## config.mk

```make
export PLATFORM = sky130hd
export DESIGN_NAME = alu_seq
export DESIGN_NICKNAME = d
export VERILOG_FILES = /design/src/rtl/alu_seq_pkg.sv /design/src/rtl/alu_seq_iter.sv /design/src/rtl/alu_seq.sv
export SDC_FILE = /design/constraint.sdc
export NUM_CORES = 1
export LEC_CHECK = 0
export CELL_PAD_IN_SITES_DETAIL_PLACEMENT = 0
export CELL_PAD_IN_SITES_GLOBAL_PLACEMENT = 1
export CORE_MARGIN = 3
export CORE_UTILIZATION = 47
export DETAILED_ROUTE_END_ITERATION = 12
export PLACE_DENSITY_LB_ADDON = 0.1
export SLEW_MARGIN = 20
export SYNTH_ARGS = -nofsm -noshare
export SYNTH_HDL_FRONTEND = slang
export SYNTH_SLANG_ARGS = --single-unit
```

## constraint.sdc

```tcl
create_clock -name clk -period 10.8 [get_ports clk]
set_input_delay 2.16 -clock clk [delete_from_list [all_inputs] [get_ports clk]]
set_output_delay 2.16 -clock clk [all_outputs]
set_load 0.03 [all_outputs]
```

## src/rtl/alu_seq_pkg.sv

```systemverilog
// alu_seq_pkg: shared definitions for the sequential ALU.
//   - opcode constants OP_ADD .. OP_NOP (4-bit)
//   - controller state type (IDLE, BUSY)
//   - is_iterative(): decides whether an accepted op needs the multi-cycle unit
package alu_seq_pkg;

  localparam logic [3:0] OP_ADD  = 4'd0;
  localparam logic [3:0] OP_SUB  = 4'd1;
  localparam logic [3:0] OP_INC  = 4'd2;
  localparam logic [3:0] OP_DEC  = 4'd3;
  localparam logic [3:0] OP_AND  = 4'd4;
  localparam logic [3:0] OP_OR   = 4'd5;
  localparam logic [3:0] OP_XOR  = 4'd6;
  localparam logic [3:0] OP_NOT  = 4'd7;
  localparam logic [3:0] OP_SHL  = 4'd8;
  localparam logic [3:0] OP_SHR  = 4'd9;
  localparam logic [3:0] OP_ASR  = 4'd10;
  localparam logic [3:0] OP_ROL  = 4'd11;
  localparam logic [3:0] OP_MUL  = 4'd12;
  localparam logic [3:0] OP_PASS = 4'd13;
  localparam logic [3:0] OP_CMP  = 4'd14;
  localparam logic [3:0] OP_NOP  = 4'd15;

  typedef enum logic {
    IDLE = 1'b0,
    BUSY = 1'b1
  } state_t;

  // Shift amount is passed zero-extended to 6 bits, enough for WIDTH up to 64.
  // A shift/rotate by zero is finished in the accept cycle, so only a
  // non-zero amount (or any multiply) goes through the iterative unit.
  function automatic logic is_iterative(input logic [3:0] op, input logic [5:0] shamt);
    case (op)
      OP_SHL, OP_SHR, OP_ASR, OP_ROL: return (shamt != 6'd0);
      OP_MUL:                         return 1'b1;
      default:                        return 1'b0;
    endcase
  endfunction

endpackage

```

## src/rtl/alu_seq_iter.sv

```systemverilog
// alu_seq_iter: multi-cycle engine for shifts, rotates and multiply.
//   clk, rst          clock, synchronous active-high reset
//   start             load operands and begin (one-cycle strobe)
//   op, a, b          opcode and operands, sampled on start
//   done              high during the last step; res_* then hold the final result
//   res_lo, res_hi    value of the working registers after the current step
//   res_c             bit shifted out by the current step (0 for MUL)
module alu_seq_iter
  import alu_seq_pkg::*;
#(
  parameter int WIDTH = 8
) (
  input  logic             clk,
  input  logic             rst,
  input  logic             start,
  input  logic [3:0]       op,
  input  logic [WIDTH-1:0] a,
  input  logic [WIDTH-1:0] b,
  output logic             done,
  output logic [WIDTH-1:0] res_lo,
  output logic [WIDTH-1:0] res_hi,
  output logic             res_c
);

  localparam int SHAMT_W = $clog2(WIDTH);
  localparam int CNT_W   = SHAMT_W + 1;

  logic [3:0]       op_r;
  logic [WIDTH-1:0] mcand;
  logic [WIDTH-1:0] w_hi;
  logic [WIDTH-1:0] w_lo;
  logic [CNT_W-1:0] cnt;
  logic [WIDTH:0]   mul_sum;

  // The step that cnt == 1 is about to perform is the final one, so the
  // owner can write res_* on this same edge.
  assign done = (cnt == CNT_W'(1));

  // NOTE: every output of this block gets a default first, so no path leaves
  // a variable unassigned and no latch is inferred.
  always_comb begin
    res_hi  = w_hi;
    res_lo  = w_lo;
    res_c   = 1'b0;
    mul_sum = {1'b0, w_hi} + (w_lo[0] ? {1'b0, mcand} : '0);
    case (op_r)
      OP_SHL: begin
        res_lo = {w_lo[WIDTH-2:0], 1'b0};
        res_c  = w_lo[WIDTH-1];
      end
      OP_SHR: begin
        res_lo = {1'b0, w_lo[WIDTH-1:1]};
        res_c  = w_lo[0];
      end
      OP_ASR: begin
        res_lo = {w_lo[WIDTH-1], w_lo[WIDTH-1:1]};
        res_c  = w_lo[0];
      end
      OP_ROL: begin
        res_lo = {w_lo[WIDTH-2:0], w_lo[WIDTH-1]};
        res_c  = w_lo[WIDTH-1];
      end
      OP_MUL: begin
        // Shift-add: {w_hi, w_lo} starts as {0, b}; each step conditionally
        // adds the multiplicand to the high half, then shifts right by one.
        res_hi = mul_sum[WIDTH:1];
        res_lo = {mul_sum[0], w_lo[WIDTH-1:1]};
      end
      default: ;
    endcase
  end

  // NOTE: sequential state is written with non-blocking assignments so every
  // register samples pre-edge values regardless of statement order.
  always_ff @(posedge clk) begin
    if (rst) begin
      cnt <= '0;
    end else if (start) begin
      cnt <= (op == OP_MUL) ? CNT_W'(WIDTH) : CNT_W'(b[SHAMT_W-1:0]);
    end else if (cnt != '0) begin
      cnt <= cnt - CNT_W'(1);
    end
  end

  // NOTE: datapath registers carry no reset; they are always loaded on start
  // before being observed, and cnt alone decides whether they are live.
  always_ff @(posedge clk) begin
    if (start) begin
      op_r  <= op;
      mcand <= a;
      w_hi  <= '0;
      w_lo  <= (op == OP_MUL) ? b : a;
    end else if (cnt != '0) begin
      w_hi  <= res_hi;
      w_lo  <= res_lo;
    end
  end

endmodule

```

## src/rtl/alu_seq.sv

```systemverilog
// alu_seq: handshaked, parametrised ALU with registered result and flags.
//   clk, rst            clock, synchronous active-high reset
//   in_valid, in_ready  operand handshake; in_ready is high exactly when idle
//   op, a, b            opcode and operands (b low bits = shift amount)
//   out_valid           one-cycle pulse marking the cycle f/flags were updated
//   f, f_hi             result, upper product half (MUL only, else cleared)
//   Z, C, V             zero, carry/borrow, signed overflow
//   eq, gr, ls          a vs b compare captured at accept
// Single-cycle ops finish on the accept edge; shifts/rotates by n > 0 and MUL
// are handed to alu_seq_iter and finish n or WIDTH edges later.
module alu_seq
  import alu_seq_pkg::*;
#(
  parameter int WIDTH      = 8,
  parameter bit SIGNED_CMP = 1'b0
) (
  input  logic             clk,
  input  logic             rst,
  input  logic             in_valid,
  output logic             in_ready,
  input  logic [3:0]       op,
  input  logic [WIDTH-1:0] a,
  input  logic [WIDTH-1:0] b,
  output logic             out_valid,
  output logic [WIDTH-1:0] f,
  output logic [WIDTH-1:0] f_hi,
  output logic             Z,
  output logic             C,
  output logic             V,
  output logic             eq,
  output logic             gr,
  output logic             ls
);

  localparam int SHAMT_W = $clog2(WIDTH);
  localparam int MSB     = WIDTH - 1;

  state_t             state;
  logic               accept;
  logic               start;
  logic [SHAMT_W-1:0] shamt;

  logic               is_sub;
  logic [WIDTH-1:0]   opnd_b;
  logic [WIDTH:0]     sum;
  logic [WIDTH-1:0]   sc_f;
  logic               sc_c;
  logic               sc_v;
  logic               sc_wr_f;
  logic               sc_wr_flags;

  logic               cmp_eq;
  logic               cmp_gr;
  logic               cmp_ls;

  logic               iter_done;
  logic [WIDTH-1:0]   iter_lo;
  logic [WIDTH-1:0]   iter_hi;
  logic               iter_c;

  assign in_ready = (state == IDLE);
  assign accept   = in_valid & in_ready;
  assign shamt    = b[SHAMT_W-1:0];
  assign start    = accept & is_iterative(op, 6'(shamt));

  always_comb begin
    cmp_eq = (a == b);
    if (SIGNED_CMP) begin
      cmp_gr = ($signed(a) > $signed(b));
      cmp_ls = ($signed(a) < $signed(b));
    end else begin
      cmp_gr = (a > b);
      cmp_ls = (a < b);
    end
  end

  // One WIDTH+1 adder serves ADD/SUB/INC/DEC/CMP; its top bit is the carry,
  // or the borrow (a < operand, unsigned) when subtracting.
  always_comb begin
    is_sub      = (op == OP_SUB) || (op == OP_CMP) || (op == OP_DEC);
    opnd_b      = ((op == OP_INC) || (op == OP_DEC)) ? WIDTH'(1) : b;
    sum         = is_sub ? ({1'b0, a} - {1'b0, opnd_b}) : ({1'b0, a} + {1'b0, opnd_b});
    sc_f        = sum[WIDTH-1:0];
    sc_c        = 1'b0;
    sc_v        = 1'b0;
    sc_wr_f     = 1'b1;
    sc_wr_flags = 1'b1;
    case (op)
      OP_ADD, OP_INC: begin
        sc_c = sum[WIDTH];
        sc_v = (a[MSB] == opnd_b[MSB]) && (sum[MSB] != a[MSB]);
      end
      OP_SUB, OP_DEC, OP_CMP: begin
        sc_c    = sum[WIDTH];
        sc_v    = (a[MSB] != opnd_b[MSB]) && (sum[MSB] != a[MSB]);
        sc_wr_f = (op != OP_CMP);
      end
      OP_AND:  sc_f = a & b;
      OP_OR:   sc_f = a | b;
      OP_XOR:  sc_f = a ^ b;
      OP_NOT:  sc_f = ~a;
      OP_PASS: sc_f = b;
      OP_NOP: begin
        sc_wr_f     = 1'b0;
        sc_wr_flags = 1'b0;
      end
      // Shifts/rotates by zero pass a through; MUL never completes here.
      default: sc_f = a;
    endcase
  end

  alu_seq_iter #(
    .WIDTH (WIDTH)
  ) u_iter (
    .clk    (clk),
    .rst    (rst),
    .start  (start),
    .op     (op),
    .a      (a),
    .b      (b),
    .done   (iter_done),
    .res_lo (iter_lo),
    .res_hi (iter_hi),
    .res_c  (iter_c)
  );

  always_ff @(posedge clk) begin
    if (rst) begin
      state     <= IDLE;
      out_valid <= 1'b0;
      f         <= '0;
      f_hi      <= '0;
      Z         <= 1'b0;
      C         <= 1'b0;
      V         <= 1'b0;
      eq        <= 1'b0;
      gr        <= 1'b0;
      ls        <= 1'b0;
    end else begin
      out_valid <= 1'b0;
      if (state == IDLE) begin
        if (accept) begin
          eq <= cmp_eq;
          gr <= cmp_gr;
          ls <= cmp_ls;
          if (start) begin
            state <= BUSY;
          end else begin
            out_valid <= 1'b1;
            if (sc_wr_f) begin
              f    <= sc_f;
              f_hi <= '0;
            end
            if (sc_wr_flags) begin
              Z <= (sc_f == '0);
              C <= sc_c;
              V <= sc_v;
            end
          end
        end
      end else if (iter_done) begin
        // Shifts keep iter_hi at zero, so the MUL-style Z/V rules cover both.
        state     <= IDLE;
        out_valid <= 1'b1;
        f         <= iter_lo;
        f_hi      <= iter_hi;
        Z         <= ({iter_hi, iter_lo} == '0);
        C         <= iter_c;
        V         <= (iter_hi != '0);
      end
    end
  end

endmodule

```

### Word level (Yosys, flattened, before mapping)

Index checks and enable logic that the tools add are counted.

* register bits: 56
* input bits: 23
* output and inout port bits: 24

* add/sub/neg operators: 4
* $lt $le $gt $ge: 2
* equal/unequal tests: 29
* muxes and demuxes: 50
* bitwise logic cells: 7
* reductions and logical operators: 24

Operators by type and width (count)
* $mux 8: 16
* $eq 4x4->1 const B: 13
* $pmux 8 s6: 1
* $pmux 8 s5: 1
* $mux 1: 24
* $eq 4x3->1 const B: 4
* $logic_not 16->1: 1
* $mux 4: 3
* $add 8x8->9: 1
* $add 8x9->9: 1
* $mux 9: 1
* $sub 8x8->9: 1
* $and 8x8->8: 1
* $eq 4x1->1 const B: 2
* $eq 4x2->1 const B: 2
* $eq 8x8->1: 1
* $gt 8x8->1: 1
* $logic_not 8->1: 1
* $lt 8x8->1: 1
* $not 8->8: 1
* $or 8x8->8: 1
* $pmux 1 s2: 4
* $reduce_and 4->1: 2
* $reduce_bool 8->1: 1
* other kinds (21): 31

### Logic depth before layout (Yosys ltp)

* depth in word-level cells: 12
* mapped depth: 20

### Modules after synthesis

From an unflattened synthesis, not the netlist that was laid out.

* cells, all modules: 606
* area total of the unflattened synthesis: 4815.9 um^2

Modules (own cells, without submodules)
* alu_seq: instances 1, cells an instance 365, area an instance 2683.8 um^2, seq. area each 480.5 um^2
* alu_seq_iter: instances 1, cells an instance 241, area an instance 2132.0 um^2, seq. area each 840.8 um^2

### Least setup slack after synthesis

No wires, ideal clock.

* kind: input-to-reg
* from: input port op[2]
* to: register V
* arrival: 4975 ps
* slack: 5737 ps
* cell stages on the path: 19
* buffers on the path: 2
* path through: buf_6 > nor2_2 > nand2_1 > clkbuf_1 > nand2_1 > inv_1 > ha_1 > nor2_1 > nor2_1 > a31oi_1 > o21ai_0 > ha_1 > or3_1 > o21ai_1 > o21bai_1 > xnor2_1 > and3_1 > o21ai_1 > a311oi_2

* word-level cells in the longest chain between the ends: 12
* elaborated cells between the ends (all ways): 36
* those cells by class: 2 x add/sub; 15 x eq/ne; 8 x mux; 1 x bitwise; 10 x reduce/logical

RTL lines
* start, declared: RTL line alu_seq.sv:21 `input logic [3:0] op,`
* $eq 4x2->1 (on tied branches): RTL line alu_seq.sv:81, alu_seq.sv:88, alu_seq.sv:80
* $logic_or 1x1->1: RTL line alu_seq.sv:81 `opnd_b = ((op == OP_INC) || (op == OP_DEC)) ? WIDTH'(1) : b;`
* $mux 8: RTL line alu_seq.sv:81
* $add 8x8->9 or $sub 8x8->9 (tied branches): RTL line alu_seq.sv:82 `sum = is_sub ? ({1'b0, a} - {1'b0, opnd_b}) : ({1'b0, a} + {1'b0, opnd_b});`
* $mux 9: RTL line alu_seq.sv:82
* $ne 1x1->1: RTL line alu_seq.sv:91, alu_seq.sv:95
* $logic_and 1x1->1 (on tied branches): RTL line alu_seq.sv:95, alu_seq.sv:91
* $pmux 1 s2: RTL line alu_seq.sv:88 `case (op)`
* $mux 1: RTL line alu_seq.sv:154 `if (sc_wr_flags) begin`
* $mux 1: RTL line alu_seq.sv:146 `if (start) begin`
* $mux 1: RTL line alu_seq.sv:142 `if (accept) begin`
* $mux 1: RTL line alu_seq.sv:141 `if (state == IDLE) begin`
* end signal, assigned: RTL line alu_seq.sv:157 `V <= sc_v;`
* end signal, assigned: RTL line alu_seq.sv:169 `V <= (iter_hi != '0);`
* end, declared: RTL line alu_seq.sv:29 `output logic V,`

Several ways; a longest one is shown, not always the timed one. The select of a mux whose other input is x is not followed.
A chain may end at the register's enable or synchronous reset.

### Final worst setup path

* from: input port op[1]
* to: register V

The elaborated chain is that of the path after synthesis.

==> summary.md <==
| Metric | Value |
|---|---|
| Buf+Inv Stages, Crit Path | `2` |
| P_leak | `2.155 nW` |
| Top post-synthesis cells by area | `dfxtp_1, edfxtp_1, ha_1` |
| Post-DP HPWL | `11.06 mm` |
| Rel. slew slack | `34.14%` |
| Drt via density | `5.977` |
| Post-route minimum period | `6102 ps` |
| Yosys top cell by area | `dfxtp_1` |
| Hold Crit Class | `flop to flop` |
| Setup CP Type | `input pin to flop` |
| Share of cells above drive strength 1 | `5.475%` |
| Crit-path slowest cell | `clkdlybuf4s50_1` |
| Layout area overhead | `11.75%` |
| Core Rows | `36` |
| Largest net degree at the start of global routing | `40` |
| Seq/Total Area, Yosys | `27.22%` |
| CTS Buffer Depth | `2` |
| Util after Layout | `54.75%` |
| Most common cell in the netlist | `nor2_1` |
| H-tree Lvls | `2` |
| Synthesized flop and latch total | `56` |
| Initial drt markers | `413` |
| Clock slew at reported path FFs | `110 ps` |
| Vias in the first global route | `4,292` |
| Reg-to-reg startpoint | `u_iter.w_lo[0]$_DFFE_PP_` |
| CTS tree | `built` |
| Required @ worst endpoint | `11,040 ps` |
| Pre-CTS setup slack | `4425 ps` |
| Cells after Synth | `596` |
| Wire per inst | `19.05 um` |
| CP max FO | `24` |
| WHS Endpoint | `f[1]$_SDFFE_PP0P_` |
| Syn. warnings | `0` |
| Final Hold Viols | `0` |
| Hold_buf cts | `0` |
| Top cells by count, synth | `nor2_1, nand2_1, ha_1, dfxtp_1, inv_1` |
| Via count | `4,507` |
| Reg2Reg Depth | `12` |
| Worst Skew | `17.15 ps` |
| Post-synth ARST share | `0%` |
| Final slew viol count | `0` |
| Synth Cell Area | `4855 sq um` |
| I/O Buffers | `46` |
| Die ar. | `11,580 sq um` |
| Most common flop cell mapped by yosys | `dfxtp_1` |
| CP top delay family | `simple AND/OR/NAND/NOR gates` |
| Core Footprint | `9910 sq um` |
| Crit path arrival time | `6340 ps` |
| Final Worst Setup Slack | `4698 ps` |
| Setup_tns | `0 ps` |
| Post-Syn Nets | `665` |
| Tot GR Track Use | `25.06%` |
| Post-DRT Antenna Nets | `0` |
| Fmax | `163.9 MHz` |
| Resized cells post-CTS | `0` |
| Setup slack, reg-to-reg | `7500 ps` |
| Ports | `47` |
| Num CTS Buffers | `5` |
| DRC | `0` |
| Root Buffer | `clkbuf_8` |
| Startpoint Class | `input pin` |
| Final net count | `689` |
| CP startpoint | `op[1]` |
| Hold path start | `f[1]$_SDFFE_PP0P_` |
| Max stage delay on crit path | `1020 ps` |
| Antenna diodes | `0` |
| Post-synth top area share | `14.85%` |
| CP Capture Type | `flop` |
| Clock Latency Late Sink | `310 ps` |
| Chip width | `107.6 um` |
| Total chip power | `0.9384 mW` |
| Met1 usage in global routing | `32.25%` |
| Peak VDD IR | `89.74 uV` |
| TritonCTS Sinks | `56` |
| Post-route cell area | `5425 sq um` |
| Router iterations before antenna repair | `5` |
| GP Congestion | `0.9293` |
| GRT Residual Overflow | `0` |
| Reg-to-reg endpoint | `V$_SDFFE_PP0P_` |
| # Post-CTS Setup Buffers | `0` |
| Slew @ Worst Pin | `980.3 ps` |
| Status | `complete, no violations` |
| Synth Area per Inst | `8.145 sq um` |
| Grt met2 use | `42.23%` |
| Worst hold path stage count | `2` |
| Final wirelength | `14.37 mm` |
| M3 GR Usage | `3.239%` |
| Critical path, cell by cell | `clkdlybuf4s50_1 > nand2_1 > nand2_1 > inv_1 > ha_1 > nor2_1 > nor2_1 > a31oi_1 > o21ai_0 > ha_1 > or3_1 > o21ai_1 > o21bai_1 > xnor2_1 > and3_1 > o21ai_1 > a311oi_2` |
| Final setup fails | `0` |
| Die Ht | `107.6 um` |
| RSZ-0062 raised after global routing | `no` |
| Number of max-cap violations | `0` |
| Post-synth EDFFs | `20` |
| GR peak layer | `met2` |
| Pwr per Cell Area | `173.0 nW/um^2` |
| Initial antenna violation count | `0` |
| Cell area after placement | `5324 sq um` |
| Initial Util | `48.99%` |
| First-pass GRT wire length | `22.87 mm` |
| Netlist cell types | `75` |
| Final Cycle Share | `56.50%` |
registers in the layout, summed over array words and instances (netlist names):
name and cells:
u_iter.w_lo 8, Z 1, V 1, u_iter.op_r 4, u_iter.mcand 8, gr 1, u_iter.w_hi 8, C 1
eq 1, out_valid 1, f_hi 8, ls 1, f 8, state 1, u_iter.cnt 4
stage by stage:
step           hold WS, ps  cells
2_1_floorplan        449.0    596
3_3_place_gp         444.0    746
3_5_place_dp         459.1    746
4_1_cts              474.5    754
5_1_grt              489.8    754
6_report             465.2    754
layout make-up:
type,count,area (sq um)
clock buffers,7,97.59
repair buffers,48,470.5
inverters,35,131.4
clock inverters,1,8.758
multi-input cells,474,3229
well taps,133,166.4
flip-flops and latches,56,1321
fillers,965,4484
worst min-delay path, stage by stage (launching register included):
cell and delay (ps):
dfxtp_1 330, nand2_1 50, a21oi_1 50
routing by layer:
layer | wire [um] | vias up
li1 | - | 2215
met1 | 6436 | 2126
met4 | 572 | 0
met3 | 544 | 38
met2 | 6814 | 128
met5 | 0 | -
cell usage in the layout (no fill, tap or decap), types with 10 or more instances in the layout:
cell and count:
nand2_1 58, inv_1 34, a22oi_1 10, nor2b_1 15
o21ai_0 29, nor3_1 18, a211oi_1 17, edfxtp_1 20
dfxtp_1 36, ha_1 44, mux2i_1 15, a31oi_1 15
clkdlybuf4s50_1 45, a21oi_1 32, nor2_1 74
cells by family after synthesis:
family	Yosys count	synth area share [%]
adder cells (fa/ha/maj)	46	12.17
multiplexers	23	6.031
flip-flops	56	27.22
AND/OR/NAND/NOR	225	22.22
AO/OA/AOI/OAI	168	23.94
XOR/XNOR	12	2.165
buffers and inverters	66	6.263
power by group:
group	total [mW]	switching, mW	internal [mW]
Sequential	0.326	0.0495	0.276
Combinational	0.482	0.289	0.193
Clock	0.130	0.0694	0.0609
worst max path at each step:
| stage | endpoint | slack, ps | depth (start not counted) |
|---|---|---|---|
| 5_1_grt | f[6]$_SDFFE_PP0P_ | 4350 | 18 |
| 3_3_place_gp | V$_SDFFE_PP0P_ | 4530 | 17 |
| 2_1_floorplan | V$_SDFFE_PP0P_ | 5740 | 19 |
| 6_report | V$_SDFFE_PP0P_ | 4700 | 17 |
| 3_5_place_dp | V$_SDFFE_PP0P_ | 4420 | 17 |
| 4_1_cts | V$_SDFFE_PP0P_ | 4750 | 17 |
Note: power is estimated with default switching activity, not from simulation.
